## src/rtl/hazard_pkg.sv

```systemverilog
// rtl/hazard_pkg.sv - shared types and latency defaults for the hazard controller
package hazard_pkg;

   typedef enum logic {
      IDLE = 1'b0,
      BUSY = 1'b1
   } mdu_state_t;

   typedef logic [5:0] count_t;

   localparam int DEF_MULT_CYCLES = 4;
   localparam int DEF_DIV_CYCLES  = 32;

endpackage

```

## src/rtl/mdu_timer.sv

```systemverilog
// rtl/mdu_timer.sv - MDU latency counter with zero detect and registered done pulse
module mdu_timer
   import hazard_pkg::*;
(
   input  logic   clock,
   input  logic   reset,
   input  logic   load,
   input  count_t loadValue,
   input  logic   busy,
   output count_t count,
   output logic   zero,
   output logic   done
);

   assign zero = (count == count_t'(0));

   always_ff @(posedge clock) begin
      if (reset) begin
         count <= count_t'(0);
         done  <= 1'b0;
      end else begin
         done <= busy & zero;
         if (load)
            count <= loadValue;
         else if (busy && !zero)
            count <= count - count_t'(1);
      end
   end

endmodule

```

## src/rtl/hazard_ctrl.sv

```systemverilog
// rtl/hazard_ctrl.sv - pipeline stall/flush control for load-use and multiply/divide hazards
module hazard_ctrl
   import hazard_pkg::*;
#(
   parameter int MULT_CYCLES = DEF_MULT_CYCLES,
   parameter int DIV_CYCLES  = DEF_DIV_CYCLES
) (
   input  logic       Clock,
   input  logic       Reset,
   input  logic       MemReadE,
   input  logic [4:0] RAddrE,
   input  logic [4:0] RsAddrD,
   input  logic [4:0] RtAddrD,
   input  logic       UsesRsD,
   input  logic       UsesRtD,
   input  logic       BranchTakenE,
   input  logic       MDUStartE,
   input  logic       MDUOpE,
   input  logic       MDUReadD,
   output logic       StallF,
   output logic       StallD,
   output logic       FlushD,
   output logic       FlushE,
   output logic       MDUBusy,
   output logic       MDUDone,
   output logic [5:0] MDUCount
);

   mdu_state_t state, stateNext;
   count_t     count, loadValue;
   logic       countZero, startAccept, loadUse, mduStall, holdPipe;

   // Only an idle unit accepts a start; a start while busy is ignored.
   assign startAccept = (state == IDLE) & MDUStartE;
   assign loadValue   = MDUOpE ? count_t'(DIV_CYCLES - 1) : count_t'(MULT_CYCLES - 1);

   mdu_timer uTimer (
      .clock     (Clock),
      .reset     (Reset),
      .load      (startAccept),
      .loadValue (loadValue),
      .busy      (state == BUSY),
      .count     (count),
      .zero      (countZero),
      .done      (MDUDone)
   );

   always_ff @(posedge Clock) begin
      if (Reset)
         state <= IDLE;
      else
         state <= stateNext;
   end

   always_comb begin
      stateNext = state;
      case (state)
         IDLE: if (MDUStartE) stateNext = BUSY;
         BUSY: if (countZero) stateNext = IDLE;
         default: stateNext = IDLE;
      endcase
   end

   assign loadUse  = MemReadE & (RAddrE != 5'd0) &
                     ((UsesRsD & (RsAddrD == RAddrE)) | (UsesRtD & (RtAddrD == RAddrE)));
   assign mduStall = (state == BUSY) & MDUReadD;
   assign holdPipe = loadUse | mduStall;

   // A taken branch squashes the younger instructions, so any hold on them is moot.
   always_comb begin
      StallF = 1'b0;
      StallD = 1'b0;
      FlushD = 1'b0;
      FlushE = 1'b0;
      if (!Reset) begin
         if (BranchTakenE) begin
            FlushD = 1'b1;
            FlushE = 1'b1;
         end else if (holdPipe) begin
            StallF = 1'b1;
            StallD = 1'b1;
            FlushE = 1'b1;
         end
      end
   end

   assign MDUBusy  = (state == BUSY);
   assign MDUCount = count;

endmodule

```

## config.mk

```make
export PLATFORM = sky130hd
export DESIGN_NAME = hazard_ctrl
export DESIGN_NICKNAME = d
export VERILOG_FILES = /design/src/rtl/hazard_pkg.sv /design/src/rtl/mdu_timer.sv /design/src/rtl/hazard_ctrl.sv
export SDC_FILE = /design/constraint.sdc
export NUM_CORES = 1
export LEC_CHECK = 0
export BUFFER_PORTS_ARGS = -buffer_cell sky130_fd_sc_hd__buf_2
export CELL_PAD_IN_SITES_DETAIL_PLACEMENT = 2
export CELL_PAD_IN_SITES_GLOBAL_PLACEMENT = 2
export CORE_MARGIN = 5
export CORE_UTILIZATION = 20
export DETAILED_ROUTE_END_ITERATION = 6
export MAX_ROUTING_LAYER = met4
export PLACE_DENSITY = 0.75
export SKIP_LAST_GASP = 1
export SLEW_MARGIN = 20
export SYNTH_ARGS = -nofsm -noshare
export SYNTH_HDL_FRONTEND = slang
export SYNTH_HIERARCHICAL = 1
export SYNTH_SLANG_ARGS = --single-unit
```

## constraint.sdc

```tcl
create_clock -name Clock -period 1.5 [get_ports Clock]
set_input_delay 0.075 -clock Clock [delete_from_list [all_inputs] [get_ports Clock]]
set_output_delay 0.075 -clock Clock [all_outputs]
set_load 0.01 [all_outputs]
```

After elaboration in Yosys (flattened, before gate mapping). Cells that the tools add are included.

Bits in registers: 8. Output and inout port bits: 12. Input port bits: 24. Word-level logic and storage cells: 34.

$add $sub $neg: 1. Reduce and logical (&&, ||, !) cells: 5. Equal/unequal tests: 2. Bitwise logic cells: 10. Multiplexer cells: 13.

Operator list (count): 6-bit 2-to-1 mux (2); 5-bit == test (2); 1-bit 2-to-1 mux (9); 1-bit bitwise AND (7); 6-bit logical NOT (1); 6-bit by 1-bit subtractor with 6-bit output (second input constant) (1); 5-bit 2-to-1 mux (1); 5-bit nonzero test (1); 1-bit OR (2); 1-bit one-hot mux with 2 select lines (1); 2-bit nonzero test (1); 1-bit logical AND (1); 1-bit logical NOT (1); 1-bit inverter (1).

Depth between registers and ports, before layout. Gate-level depths: netlist of run 1.

Depth in word-level cells: 8. Gate-level depth with buffers: 6. Depth with buffers taken out: 6.

Hierarchy. The synthesis of run 1 kept the hierarchy.

Modules (own cells, without submodules): mdu_timer (times used 1, area an instance 436.7 um^2, cells each 54); hazard_ctrl (times used 1, area an instance 236.5 um^2, cells each 30).

Worst setup path after synthesis of run 1. No wires, ideal clock.

Kind: register to register. Start point: register uTimer.count[0]. End point: register uTimer.count[4]. Library setup time: 0.091 ns. Path buffers: 0. Stages on the path, launching flop included: 6. Setup slack: -0.210 ns. Arrival: 1.619 ns. Path through: dfxtp_1 > inv_1 > ha_1 > nor2b_1 > or4_1 > a311oi_1.

Word-level cells in the longest chain between the ends: 4.

Ends and longest elaborated chain: start, declared (line mdu_timer.sv:10) `output count_t count,`; start signal, assigned (line mdu_timer.sv:19) `count <= count_t'(0);`; start signal, assigned (line mdu_timer.sv:24) `count <= loadValue;`; start signal, assigned (line mdu_timer.sv:26) `count <= count - count_t'(1);`; parallel branches: the longest is 4 deep, another holds 6-bit by 1-bit subtractor with 6-bit output.

Several ways; the timed one is not identified. The select of a mux whose other input is x is not followed. A chain may end at the register's enable or synchronous reset.

Final worst setup path of run 1. Same ends and word-level chain as after synthesis.

==> summary.txt, run 1 <==
Place
  • PortBufs: 35
  • Hpwl dp: 2.18 mm
  • Dpl ws: between 0.005 and 0.006 ns
  • Inst Count DP: between 150 and 200
  • GP Congestion: ~0.72
  • Placed cell area: approximately 970 um2

Synth
  • Synth top area share: 23.8%
  • Ys async rst share: 0%
  • Synth cell count leaders: 8 x dfxtp_1, 8 x xor2_1, 7 x inv_1, 6 x nor2_1, 4 x nor2b_1
  • Yosys warns: 6
  • Post-synth EDFFs: 0
  • #FFs+latches synth: 8
  • Post-synth top area cell: dfxtp_1
  • Sequential element share of the synthesized area: 23.8%
  • Syn_area_per_cell: between 8 and 9 um2
  • Cell area after synthesis: roughly 670 um2
  • Most common flop cell mapped by yosys: dfxtp_1
  • Synth top area cells: dfxtp_1 24%, xor2_1 10%, inv_1 3.9%, a311oi_1 3.9%, ha_1 3.7%
  • Netlist cell types: 40
  • Cells after synthesis: 84

Routing
  • DRC: 0
  • Vias per cell: slightly below 5
  • Initial DRC count: 7
  • Final WL: 2.61 mm
  • Via count: between 800 and 900
  • DR WL/cell: ~15 um
  • Drt pass-1 iters: 4
  • Routed Antenna Nets: 0

Floorplan
  • Chip Width: ~70 um
  • Ports: 36
  • Initial Utilization: roughly a fifth
  • CORE AREA: 3280 um2
  • Die H: ~70 um
  • Num rows: 21
  • DIE AREA: roughly 4600 um2

Layout
  • Share of cells above drive strength 1: a little under half
  • Layout Utilization: a little under a third
  • Layout Cells excl Fill: roughly 170
  • Design area: ~1000 um2
  • Area grow syn2layout: 52.0%
  • NumNets Final: between 150 and 200
  • Fillers: roughly 400
  • Antenna Cells: 0

Clock tree
  • Num Clock Sinks: 8
  • CTS H-tree depth: 1
  • Clock slew seen by the registers of the worst setup and hold paths: 0.06 ns
  • CTS Buf Count: 3
  • Worst-Skew Late Latency: 0.26 ns
  • Deepest clock path buffer count: 2
  • CTS root buffer: clkbuf_4
  • CTS tree: built

Global route
  • GR Util met1: 14.5%
  • Most crowded layer after global routing: met2
  • Vias in the first global route: about 910
  • Final global-route overflow total: 0
  • Antenna violations before repair: 0
  • Largest net degree at the start of global routing: 12
  • GR Util met2: a little over a fifth
  • M3 GR Usage: between 2 and 2.5%
  • First-pass GRT wire length: roughly 4.3 mm
  • GRT Total Usage: 12.5%

Critical path
  • CP required: 1.67 ns
  • Crit path kind: reg2reg
  • Worst EP arrival: 1.63 ns
  • CP startpoint kind: register
  • Worst-path maximum fanout: 3
  • CP endpoint kind: register

Power
  • Pwr dens: about 800 nW/um2
  • Worst vdd ir: 182 uV
  • Sw Pwr: around 310 uW
  • Internal power: between 500 and 600 uW
  • Combinational share of power: 45.5%
  • Sequential fraction of design power: between 30 and 40%
  • Power share of the clock group: 21.1%
  • Switching share of power: 38.3%
  • Lkg Pwr: between 0.0004 and 0.0005 uW

Worst hold path
  • Min-Delay Path Class: in2reg

Timing
  • Fin crit period: 1.46 ns
  • Worst-Margin Slew: just over 0.6 ns
  • Total negative slack: 0 ns
  • Final Skew: around 0.0033 ns
  • Final Hold Viols: 0
  • Setup violators final: 0
  • Fin. max-slew vios: 0
  • Final period util: 97.5%
  • Headroom to the max-slew limit: around three fifths
  • Fmax: about 680 MHz
  • RSZ-0062 raised after global routing: yes
  • Setup WS post-layout: 0.0372 ns

Job
  • Max cap viols: 0

Outcome
  • Status: finished clean
layout by cell type (no fill, tap or decap), types with 2 or more instances in the layout:
master    Yosys  layout
xnor2_1       2       2
nand3_1       2       2
xor2_1        8       8
inv_4         0       2
nor4b_1       2       2
conb_1        2       3
o21ai_0       3       3
nand2b_1      2       2
a31oi_1       3       3
nand2_1       2       2
nor2_1        6       6
nor2b_1       4       3
inv_1         7       5
a311oi_1      3       2
clkbuf_4      0       3
dfxtp_4       0       2
buf_2         1      35
buf_4         1       6
dfxtp_1       8       5
nor4_1        2       2
path summary, 6_finish.rpt:
check	start	end	slack [ns]	cells past startpoint
setup / recovery	uTimer/count[0]	uTimer/count[4]	0.04	5
hold / removal	MDUOpE	uTimer/count[2]	0.12	3
setup reg to reg	uTimer/count[0]	uTimer/count[4]	0.04	5
hold reg to reg	uTimer/count[1]	uTimer/count[1]	0.52	2
through the flow:
step | hold WS (ns) | power, uW
floorplan | 0.147 | 473
global placement | 0.366 | 613
detailed placement | 0.385 | 632
CTS | 0.111 | 815
global route | 0.122 | 886
finish | 0.119 | 821
layer usage:
layer	vias up	share of wire (%)
met5	-	0
met4	0	0.23
met3	2	8.0
met2	41	47
met1	389	45
li1	397	-
final cells by class:
type	count	area, um2	share of cell area (%)
clock buffers	3	22.5	2.20
inverters	7	31.3	3.06
multi-input cells	67	523	51.1
flip-flops and latches	8	169	16.5
well taps	46	57.6	5.62
repair buffers	41	220	21.5
registers in the layout (all words and copies together) (netlist names):
register      count
uTimer/done       1
MDUBusy           1
uTimer/count      6
power by group through the flow:
stage | combinational, uW | clock (uW) | sequential (uW)
after CTS | 363 | 180 | 272
after global routing | 414 | 193 | 279
after floorplan | 183 | 0 | 290
final | 374 | 173 | 275
after global placement | 340 | 0 | 273
after detailed placement | 356 | 0 | 276
cells by family (layout without fill, tap and decap cells):
| kind of cell | count (synthesis) | count (layout) | synth area share, % |
|---|---|---|---|
| adder cells (fa/ha/maj) | 2 | 2 | 3.72 |
| buffers and inverters | 10 | 51 | 6.32 |
| other | 2 | 3 | 1.12 |
| AO/OA/AOI/OAI | 22 | 22 | 25.3 |
| flip-flops | 8 | 8 | 23.8 |
| AND/OR/NAND/NOR | 30 | 30 | 26.8 |
| XOR/XNOR | 10 | 10 | 13.0 |
repair_timing:
| action | in CTS | in global routing |
|---|---|---|
| gates resized for setup | 1 | 6 |
| pin swaps | 0 | 1 |
| setup endpoints to repair | 2 | 6 |
| hold buffers | 0 | 0 |
| setup buffers | 0 | 0 |
critical path, stage by stage (launching register included):
cell and delay [ns]:
dfxtp_4 0.36, inv_4 0.04, ha_4 0.15, nor2b_4 0.12, or4_4 0.48, a311oi_2 0.24
Note: power is estimated with default switching activity, not from simulation.
==> inputs of run 2 (changes only) <==
- PLACE_DENSITY: 0.75 -> 0.68
==> summary.txt, run 2 (synthesis gave the netlist of run 1 again) <==
Routing
  • Initial DRC count: 14 (+7)
  • Final WL: 2.46 mm (-5.8%)
  • DR WL/cell: 14.3 um (-5.8%)
  • DRC: 0 (unchanged)
  • Drt pass-1 iters: 2 (-2)
  • Routed Antenna Nets: 0 (unchanged)
  • Vias per cell: 4.69 (-2.8%)
  • Via count: 806 (-2.8%)

Layout
  • Max reg flops: 6 (unchanged)
  • Design area: 1010 um2 (-1.7%)
  • Commonest non-fill, non-tap cell in the layout: buf_2
  • Share of cells above drive strength 1: 45.2% (-2.4 points)
  • NumNets Final: 154 (unchanged)
  • Most frequent cells in the layout: 35 x buf_2, 8 x xor2_1, 6 x buf_4, 6 x nor2_1
  • Top reg by flops: uTimer/count
  • Area grow syn2layout: 49.4%
  • Fillers: 407 (+3.0%)
  • Antenna Cells: 0 (unchanged)
  • Layout Utilization: 30.6% (-0.53 points)
  • Layout Cells excl Fill: 172 (unchanged)

Floorplan
  • Initial Utilization: 20.5% (unchanged)
  • Ports: 36 (unchanged)
  • Die H: 68.0 um (unchanged)
  • Num rows: 21 (unchanged)
  • DIE AREA: 4630 um2 (unchanged)
  • CORE AREA: 3280 um2 (unchanged)
  • Chip Width: 68.0 um (unchanged)

Power
  • Pwr dens: 803 nW/um2 (about the same)
  • Worst vdd ir: 167 uV (-8.0%)
  • Lkg Pwr: 0.000454 uW (-0.90%)
  • Tot Pwr: 808 uW (-1.6%)

Timing
  • Setup WS post-layout: 0.0133 ns (-0.0240 ns)
  • Fmax: 673 MHz (-1.6%)
  • Worst-Margin Slew: 0.538 ns (-0.0667 ns)
  • RSZ-0062 raised after global routing: yes
  • Final Skew: 0.00649 ns (+0.00321 ns)
  • Setup violators final: 0 (unchanged)
  • Final Hold Viols: 0 (unchanged)
  • Fin crit period: 1.49 ns (+0.0240 ns)
  • Final period util: 99.1% (+1.6 points)
  • Headroom to the max-slew limit: 63.8% (+4.5 points)
  • Fin. max-slew vios: 0 (unchanged)

Critical path
  • Slowest cell delay on critical path: 0.49 ns (about the same)
  • CP required: 1.68 ns (about the same)
  • CP endpoint kind: register
  • Critical path buffers and inverters: 1 (unchanged)
  • CP cell instances: inv_2 -> ha_4 -> nor2b_4 -> or4_1 -> a311oi_2
  • Worst EP arrival: 1.67 ns (+0.04 ns)
  • Slowest stage cell, crit path: or4_1
  • Crit path kind: reg2reg
  • Crit path max-delay family: simple AND/OR/NAND/NOR gates
  • Worst-path maximum fanout: 3 (unchanged)
  • CP startpoint kind: register

Place
  • Dpl ws: -0.0237 ns (-0.0290 ns)
  • PortBufs: 35 (unchanged)
  • Inst Count DP: 169 (unchanged)
  • Hpwl dp: 2.06 mm (-5.5%)
  • GP Congestion: 0.730 (+0.84%)
  • Placed cell area: 968 um2 (unchanged)

Clock tree
  • CTS Buf Count: 3 (unchanged)
  • Deepest clock path buffer count: 2 (unchanged)
  • CTS root buffer: clkbuf_4
  • CTS tree: built
  • Clock slew seen by the registers of the worst setup and hold paths: 0.06 ns (about the same)
  • Post-CTS Hold Buffers: 0 (unchanged)
  • Worst-Skew Late Latency: 0.26 ns (about the same)
  • # Post-CTS Setup Buffers: 0 (unchanged)
  • CTS H-tree depth: 1 (unchanged)
  • Num Clock Sinks: 8 (unchanged)

Global route
  • Final global-route overflow total: 0 (unchanged)
  • GRT Total Usage: 12.5% (+0.013 points)
  • Vias in the first global route: 908 (-0.44%)
  • First-pass GRT wire length: 4.26 mm (+0.33%)
  • Largest net degree at the start of global routing: 13 (+1)
  • Antenna violations before repair: 0 (unchanged)

Worst hold path
  • Min-Delay Path Class: in2reg

Job
  • Max cap viols: 0 (unchanged)

Outcome
  • Status: finished clean
-- run 2: changes by cell type in the layout (fill, tap and decap cells not counted) --
cell and delta:
or3_4 -1, inv_4 -1, or3_1 +1, a221oi_1 +1, a221oi_2 -1, or4_4 -1, or4_1 +1, inv_2 +1
-- run 2: layout make-up --
class                   instances  area [um2]  area share (%)
well taps                      46        57.6            5.72
multi-input cells              67         508            50.5
clock buffers                   3        22.5            2.24
flip-flops and latches          8         169            16.8
repair buffers                 41         220            21.9
inverters                       7        28.8            2.86
-- run 2: report_power, final --
group / leakage [uW] / switching, uW / internal, uW
sequential: 0.0000677 / 32.6 / 240
clock: 0.0000138 / 84.0 / 92.3
combinational: 0.000372 / 189 / 169
total: 0.000454 / 306 / 502
-- run 2: layer usage --
metal	GRT usage [%]	part of all wire, %
met4	5.21	1.5
met1	14.8	46
met3	2.46	7.8
met2	20.6	45
met5	-	0
-- run 2: stage by stage --
step	hold WS (ns)	TNS, ns
after floorplan	0.147	0
after global placement	0.368	0
after detailed placement	0.380	-0.0237
after CTS	0.0934	-0.0195
after global routing	0.127	-0.0951
final	0.100	0
-- run 2: final timing paths --
| path | startpoint | slack, ns | to | depth (start not counted) |
|---|---|---|---|---|
| max | uTimer/count[1] | 0.01 | uTimer/count[4] | 5 |
| min | MDUOpE | 0.10 | uTimer/count[2] | 3 |
| max reg2reg | uTimer/count[1] | 0.01 | uTimer/count[4] | 5 |
| min reg2reg | uTimer/count[1] | 0.54 | uTimer/count[1] | 2 |
-- run 2: worst min-delay path, delay by kind of cell --
family / cells / cell delay (ns)
compound gates: 1 / 0.07
buf+inv: 2 / 0.17
-- run 2: repair_timing --
item / CTS / global route
setup endpoints to repair: 3 / 5
gates resized for setup: 1 / 2
gates cloned: 0 / 0
pin swaps: 1 / 0
